[src/rtl/reverse_double_dabble_pkg.sv]
// Shared BCD digit constants and a digit validity helper for the BCD-to-binary converter.
package reverse_double_dabble_pkg;

  localparam int DIGIT_W = 4;
  localparam logic [DIGIT_W-1:0] BCD_DIGIT_MAX = 4'd9;

  function automatic logic digit_is_valid(input logic [DIGIT_W-1:0] digit);
    return (digit <= BCD_DIGIT_MAX);
  endfunction

endpackage

[src/rtl/reverse_double_dabble_digit_adjust.sv]
// Per-digit correction applied after each right shift: values of 8 or more lose 3.
module bcd_digit_adjust
  import reverse_double_dabble_pkg::*;
(
  input  logic [DIGIT_W-1:0] digit_i,
  output logic [DIGIT_W-1:0] digit_o
);

  assign digit_o = (digit_i >= 4'd8) ? (digit_i - 4'd3) : digit_i;

endmodule

[src/rtl/reverse_double_dabble.sv]
// Sequential BCD-to-binary converter using the shift-right / subtract-3 algorithm.
// Handshake: Start_i is taken only in IDLE; Done_o pulses one cycle with Binary_o/Error_o valid.
module reverse_double_dabble
  import reverse_double_dabble_pkg::*;
#(
  parameter int INPUT_DIGITS = 3,
  parameter int OUTPUT_BITS  = 10
) (
  input  logic                        Clock,
  input  logic                        Reset,
  input  logic                        Start_i,
  input  logic [INPUT_DIGITS*4-1:0]   BCD_i,
  output logic [OUTPUT_BITS-1:0]      Binary_o,
  output logic                        Busy_o,
  output logic                        Done_o,
  output logic                        Error_o
);

  localparam int BCD_W  = INPUT_DIGITS * DIGIT_W;
  localparam int WORK_W = BCD_W + OUTPUT_BITS;
  localparam int CNT_W  = $clog2(OUTPUT_BITS + 1);
  localparam logic [CNT_W-1:0] CNT_LAST = CNT_W'(OUTPUT_BITS - 1);

  typedef enum logic [1:0] {
    S_IDLE    = 2'd0,
    S_CONVERT = 2'd1,
    S_DONE    = 2'd2
  } state_t;

  state_t                 state_q, state_d;
  logic [WORK_W-1:0]      work_q, work_d;
  logic [CNT_W-1:0]       cnt_q, cnt_d;
  logic [OUTPUT_BITS-1:0] bin_q, bin_d;
  logic                   err_q, err_d;

  logic [WORK_W-1:0]      shifted;
  logic [BCD_W-1:0]       adj_bcd;
  logic [WORK_W-1:0]      adj_work;
  logic                   bcd_ok;

  assign shifted = work_q >> 1;

  for (genvar g = 0; g < INPUT_DIGITS; g++) begin : g_digit
    bcd_digit_adjust u_adjust (
      .digit_i (shifted[OUTPUT_BITS + g*DIGIT_W +: DIGIT_W]),
      .digit_o (adj_bcd[g*DIGIT_W +: DIGIT_W])
    );
  end

  assign adj_work = {adj_bcd, shifted[OUTPUT_BITS-1:0]};

  always_comb begin
    bcd_ok = 1'b1;
    for (int d = 0; d < INPUT_DIGITS; d++) begin
      if (!digit_is_valid(BCD_i[d*DIGIT_W +: DIGIT_W])) bcd_ok = 1'b0;
    end
  end

  always_comb begin
    state_d = state_q;
    work_d  = work_q;
    cnt_d   = cnt_q;
    bin_d   = bin_q;
    err_d   = err_q;
    case (state_q)
      S_IDLE: begin
        if (Start_i) begin
          if (bcd_ok) begin
            work_d  = {BCD_i, {OUTPUT_BITS{1'b0}}};
            cnt_d   = '0;
            state_d = S_CONVERT;
          end else begin
            err_d   = 1'b1;
            bin_d   = '0;
            state_d = S_DONE;
          end
        end
      end
      S_CONVERT: begin
        work_d = adj_work;
        cnt_d  = cnt_q + 1'b1;
        // Binary field is complete once the last shift has landed.
        if (cnt_q == CNT_LAST) begin
          bin_d   = adj_work[OUTPUT_BITS-1:0];
          err_d   = 1'b0;
          state_d = S_DONE;
        end
      end
      S_DONE:  state_d = S_IDLE;
      default: state_d = S_IDLE;
    endcase
  end

  always_ff @(posedge Clock or negedge Reset) begin
    if (!Reset) begin
      state_q <= S_IDLE;
      work_q  <= '0;
      cnt_q   <= '0;
      bin_q   <= '0;
      err_q   <= 1'b0;
    end else begin
      state_q <= state_d;
      work_q  <= work_d;
      cnt_q   <= cnt_d;
      bin_q   <= bin_d;
      err_q   <= err_d;
    end
  end

  assign Binary_o = bin_q;
  assign Error_o  = err_q;
  assign Busy_o   = (state_q == S_CONVERT);
  assign Done_o   = (state_q == S_DONE);

endmodule

[config.mk]
export PLATFORM = sky130hd
export DESIGN_NAME = reverse_double_dabble
export DESIGN_NICKNAME = d
export VERILOG_FILES = /design/src/rtl/reverse_double_dabble_pkg.sv /design/src/rtl/reverse_double_dabble_digit_adjust.sv /design/src/rtl/reverse_double_dabble.sv
export SDC_FILE = /design/constraint.sdc
export NUM_CORES = 1
export LEC_CHECK = 0
export BUFFER_PORTS_ARGS = -buffer_cell sky130_fd_sc_hd__buf_2
export CORE_MARGIN = 5
export CORE_UTILIZATION = 30
export CTS_CLUSTER_DIAMETER = 40
export CTS_CLUSTER_SIZE = 20
export DETAILED_ROUTE_END_ITERATION = 7
export PLACE_DENSITY = 0.52
export SLEW_MARGIN = 20
export SYNTH_ARGS = -nofsm -noshare
export SYNTH_HDL_FRONTEND = slang
export SYNTH_SLANG_ARGS = --single-unit
[constraint.sdc]
create_clock -name Clock -period 3 [get_ports Clock]
set_input_delay 0.45 -clock Clock [delete_from_list [all_inputs] [get_ports Clock]]
set_output_delay 0.45 -clock Clock [all_outputs]
set_load 0.02 [all_outputs]
**After elaboration in Yosys (flattened, before gate mapping)**

Cells that the tools add are included.

- Register bits after elaboration: 39
- Bits in writable memories: 0
- Bits in latches: 0
- Memories kept: 0
- Bits in read-only memories: 0
- Input port bits: 15
- Word-level logic and storage cells: 51

- Multiply operators: 0
- Equality and inequality tests: 7
- Add/subtract/negate cells: 4
- Bitwise logic cells: 0
- Muxes and demuxes: 24
- Magnitude comparators: 6
- Div/mod/pow operators: 0
- Shift-type cells: 0
- Reduce and logical (&&, ||, !) cells: 5

Operator list:

| kind | number |
|---|---|
| 22-bit two-way mux | 2 |
| 22-bit case mux with 2 select lines | 1 |
| 10-bit two-way mux | 3 |
| 4-bit two-way mux | 5 |
| 10-bit case mux with 2 select lines | 1 |
| 4-bit <= comparator (second input constant) | 3 |
| 4-bit greater-or-equal comparator (second input constant) | 2 |
| 4-bit case mux with 2 select lines | 1 |
| 4-bit by 2-bit subtractor with 4-bit output (second input constant) | 2 |
| 1-bit two-way mux | 6 |
| 2-bit two-way mux | 3 |
| 2-bit inequality test (second input constant) | 3 |
| 4-bit by 1-bit adder with 4-bit output (second input constant) | 1 |
| 4-bit == test (second input constant) | 1 |
| 3-bit by 4-bit greater-or-equal comparator with 1-bit output (second input constant) | 1 |
| 2-bit case mux with 2 select lines | 1 |
| 4-bit AND reduction | 1 |
| 3-bit by 2-bit subtractor with 4-bit output (second input constant) | 1 |
| 3-bit AND reduction | 1 |
| 2-bit by 1-bit == test with 1-bit output (second input constant) | 1 |
| 2-bit == test (second input constant) | 1 |
| 2-bit zero test | 1 |
| 2-bit by 1-bit inequality test with 1-bit output (second input constant) | 1 |
| 1-bit case mux with 2 select lines | 1 |
| other kinds (2) | 2 |

**Longest topological paths before layout**

- Depth in word-level cells: 7
- Gate-level depth with buffers: 8
- Gate-level depth less buffers: 6

**By module**

A second synthesis with hierarchy kept.

- Cell total of the unflattened synthesis: 169
- Area total of the unflattened synthesis: 1856.8 µm²

By module, submodules not included:

| module | cells an instance | area each (µm²) | instances |
|---|---|---|---|
| reverse_double_dabble | 136 | 1627.8 | 1 |
| bcd_digit_adjust | 11 | 76.3 | 3 |

**Least setup slack after synthesis**

No wires, ideal clock.

- Path kind: input to register
- Start point: input Start_i
- End point: register bin_q[0] (netlist: Binary_o[0])
- Stages: 5
- Data arrival time: 1.362 ns
- Setup slack: 1.517 ns
- Required time: 2.879 ns
- Cells stage by stage: or3b_4 -> a31oi_2 -> nor2_2 -> buf_6 -> a22o_1

- Longest elaborated chain between the ends: 2

Ends and longest elaborated chain:

| item | RTL line | text |
|---|---|---|
| start, declared | reverse_double_dabble.sv:11 | `input logic Start_i,` |
| 2-bit inequality test (no source line) | - |  |
| 4-bit AND reduction (no source line) | - |  |
| end signal, assigned | reverse_double_dabble.sv:105 | `bin_q <= bin_d;` |
| end, declared | reverse_double_dabble.sv:33 | `logic [OUTPUT_BITS-1:0] bin_q, bin_d;` |

No other way between the ends.
A chain may end at the register's enable or synchronous reset.

**Worst setup path in the final report**

- Start point: register state_q[1]
- End point: output Busy_o

- Longest elaborated chain between the ends: 1

Ends and longest elaborated chain:

| item | RTL line | text |
|---|---|---|
| start, declared | reverse_double_dabble.sv:30 | `state_t state_q, state_d;` |
| start signal, assigned | reverse_double_dabble.sv:102 | `state_q <= state_d;` |
| 2-bit by 1-bit == test with 1-bit output | reverse_double_dabble.sv:112 | `assign Busy_o = (state_q == S_CONVERT);` |
| end, declared | reverse_double_dabble.sv:14 | `output logic Busy_o,` |

No other way between the ends.

==> results.toml <==
[worst_setup_path]
crit_required_ns = 2.55
end_kind = "output port"
crit_type = "reg2out"
crit_arrival_ns = 1.36
crit_fanout = 19
startpoint_type = "flip-flop"
reg2reg_setup_slack_ns = 1.20

[die]
die-height_um = 88.0
start_util_pct = 30.8
num_rows = 28
die-area_mm2 = 0.00774
pin_count = 28
dieWidth_um = 88.0
coreArea_mm2 = 0.00592

[status]
outcome = "finished clean"

[clocking]
cts-root-buf = "clkbuf_8"
post-cts-setup-buffers = 0
clk_pin_slew_ns = 0.07
htreeDepth = 2
cts_buffers = 5
numClockSinks = 38
cts_tree = "built"
cts_hold_buf = 0
cts_resized = 0
cts_buffer_depth = 2
clk_latency_ns = 0.29

[timing]
hold_slack_ns = 0.259
finClkSkew_ns = 0.00397
tightest_slew_ns = 0.842
min_period_ns = 1.81
relSlewSlack_pct = 43.9
setup_viol = 0
post-route-period-util_pct = 60.2
rsz0062_at_grt = "false"
fmax_mhz = 554
setup_slack_ns = 1.19
hold_viol = 0
slew_violations = 0
tns_ns = 0

[global_routing]
track_usage_pct = 10.4
busiest_layer = "met1"
globalRouteMet3Util_pct = 2.92
use_met1_pct = 15.3
grt_pass1_wl_mm = 6.21
grt_max_degree = 39
grt-ovfl-total = 0
met2_usage_pct = 14.5
grt_pass1_vias = 1255
antenna_found_initial = 0

[finish]
fin_util_pct = 35.7
final_layout_size_suffix_gt1_share_pct = 29.3
regArea_um2 = 951
layout_common_cells = "38 x dfrtp_1, 27 x buf_2, 19 x a22o_1, 13 x nor2_1, 10 x nand2_1"
num_antenna_cells = 0
syn_to_final_growth_pct = 16.0
nets = 209
multi_input_area_um2 = 761
fill_cells = 588
layout_commonest_cell = "dfrtp_1"

[route]
postRouteAntennaNets = 0
post_drt_wl_per_cell_um = 13.7
wl_mm = 3.60
dr.pass1.iters = 4
via_per_inst = 4.72
drc = 0
drtIter0Drc = 45
num_vias = 1242

[place]
hpwl_mm = 2.54
gp_congestion = 0.723
port_buffers = 27
post-place-ws_ns = 1.07

[yosys]
syn_avg_cell_area_um2 = 11.5
synth-edff-count = 0
yosys.area.top_type = "dfrtp_1"
synth_top_area_share_pct = 52.1
synth_area_mm2 = 0.00182
synth_nets = 179
ys_top_cells_by_area = "dfrtp_1 52%, a22o_1 9.1%, ha_1 4.1%, mux2i_1 3.3%, buf_6 3.1%"
synthFlopType = "dfrtp_1"
synthArstFlopShare_pct = 100
synthCells = 158
seq_area_frac_synth_pct = 52.1
yosysUniqueCellTypes = 35
yosysWarningCount = 0
ys_ff_latch = 38

[power_and_ir_drop]
ir_drop_uv = 425
powerDensity_mw_per_mm2 = 929
power.leakage_nw = 1.03

[hold_path]
min_path_type = "in2async"

[run]
maxCapViolations = 0
registers in the layout (all words and copies together), names as in the netlist:
name	flops
cnt_q	4
Binary_o	10
work_q	21
state_q	2
Error_o	1
metal layers:
layer	vias up	wire length [um]
li1	625	-
met1	582	1870
met2	28	1480
met3	7	197
met4	0	57
met5	-	0
logic make-up (layout without fill, tap and decap cells):
logic type               count (synthesis)  after routing  synth area share (%)
buffers and inverters                   16             46                  6.17
AO/OA/AOI/OAI                           51             51                  21.7
adder cells (fa/ha/maj)                  6              6                  4.12
multiplexers                             7              7                  3.91
AND/OR/NAND/NOR                         36             36                  10.0
XOR/XNOR                                 4              4                  1.92
flip-flops                              38             38                  52.1
report_power, final:
part / internal [mW] / switching, mW
clock: 0.266 / 0.182
sequential: 0.673 / 0.162
combinational: 0.313 / 0.372
worst max-delay path, cell delays in order, from the launching register on:
cell and delay, ns:
dfrtp_1 0.43, nand2b_1 0.21, inv_4 0.21, buf_2 0.21
final timing paths:
check / to / startpoint / cells after the start
setup / recovery: Busy_o / state_q[1]$_DFFE_PN0P_ / 3
hold / removal: Binary_o[0]$_DFFE_PN0P_ / Reset / 1
setup reg to reg: work_q[17]$_DFFE_PN0P_ / state_q[1]$_DFFE_PN0P_ / 5
hold reg to reg: cnt_q[3]$_DFFE_PN0P_ / cnt_q[3]$_DFFE_PN0P_ / 1
max in group asynchronous: work_q[16]$_DFFE_PN0P_ / Reset / 1
min in group Clock: work_q[21]$_DFFE_PN0P_ / BCD_i[11] / 2
area by class of cell:
class | instances | share of cell area (%)
clock inverters | 1 | 1.42
flip-flops and latches | 38 | 44.9
inverters | 8 | 1.54
multi-input cells | 104 | 36.0
repair buffers | 31 | 7.81
clock buffers | 6 | 3.90
well taps | 75 | 4.44
metrics by stage:
step	area, um^2	instances	power, mW
after floorplan	1820	158	1.41
after global placement	2000	256	1.54
after detailed placement	2000	256	1.54
after CTS	2120	263	1.99
after global routing	2120	263	2.14
final	2120	263	1.97
cell usage after synthesis, drive strengths merged (2+ instances only):
library cell and n:
nor2 14, nand2 10, a31oi 2, inv 8, and2b 2, a21oi 7, nor2b 3, dfrtp 38
a22o 21, a211o 2, o21ai 15, ha 6, nand3 3, xnor2 4, mux2i 6, buf 7
(Power assumes the default switching activity.)
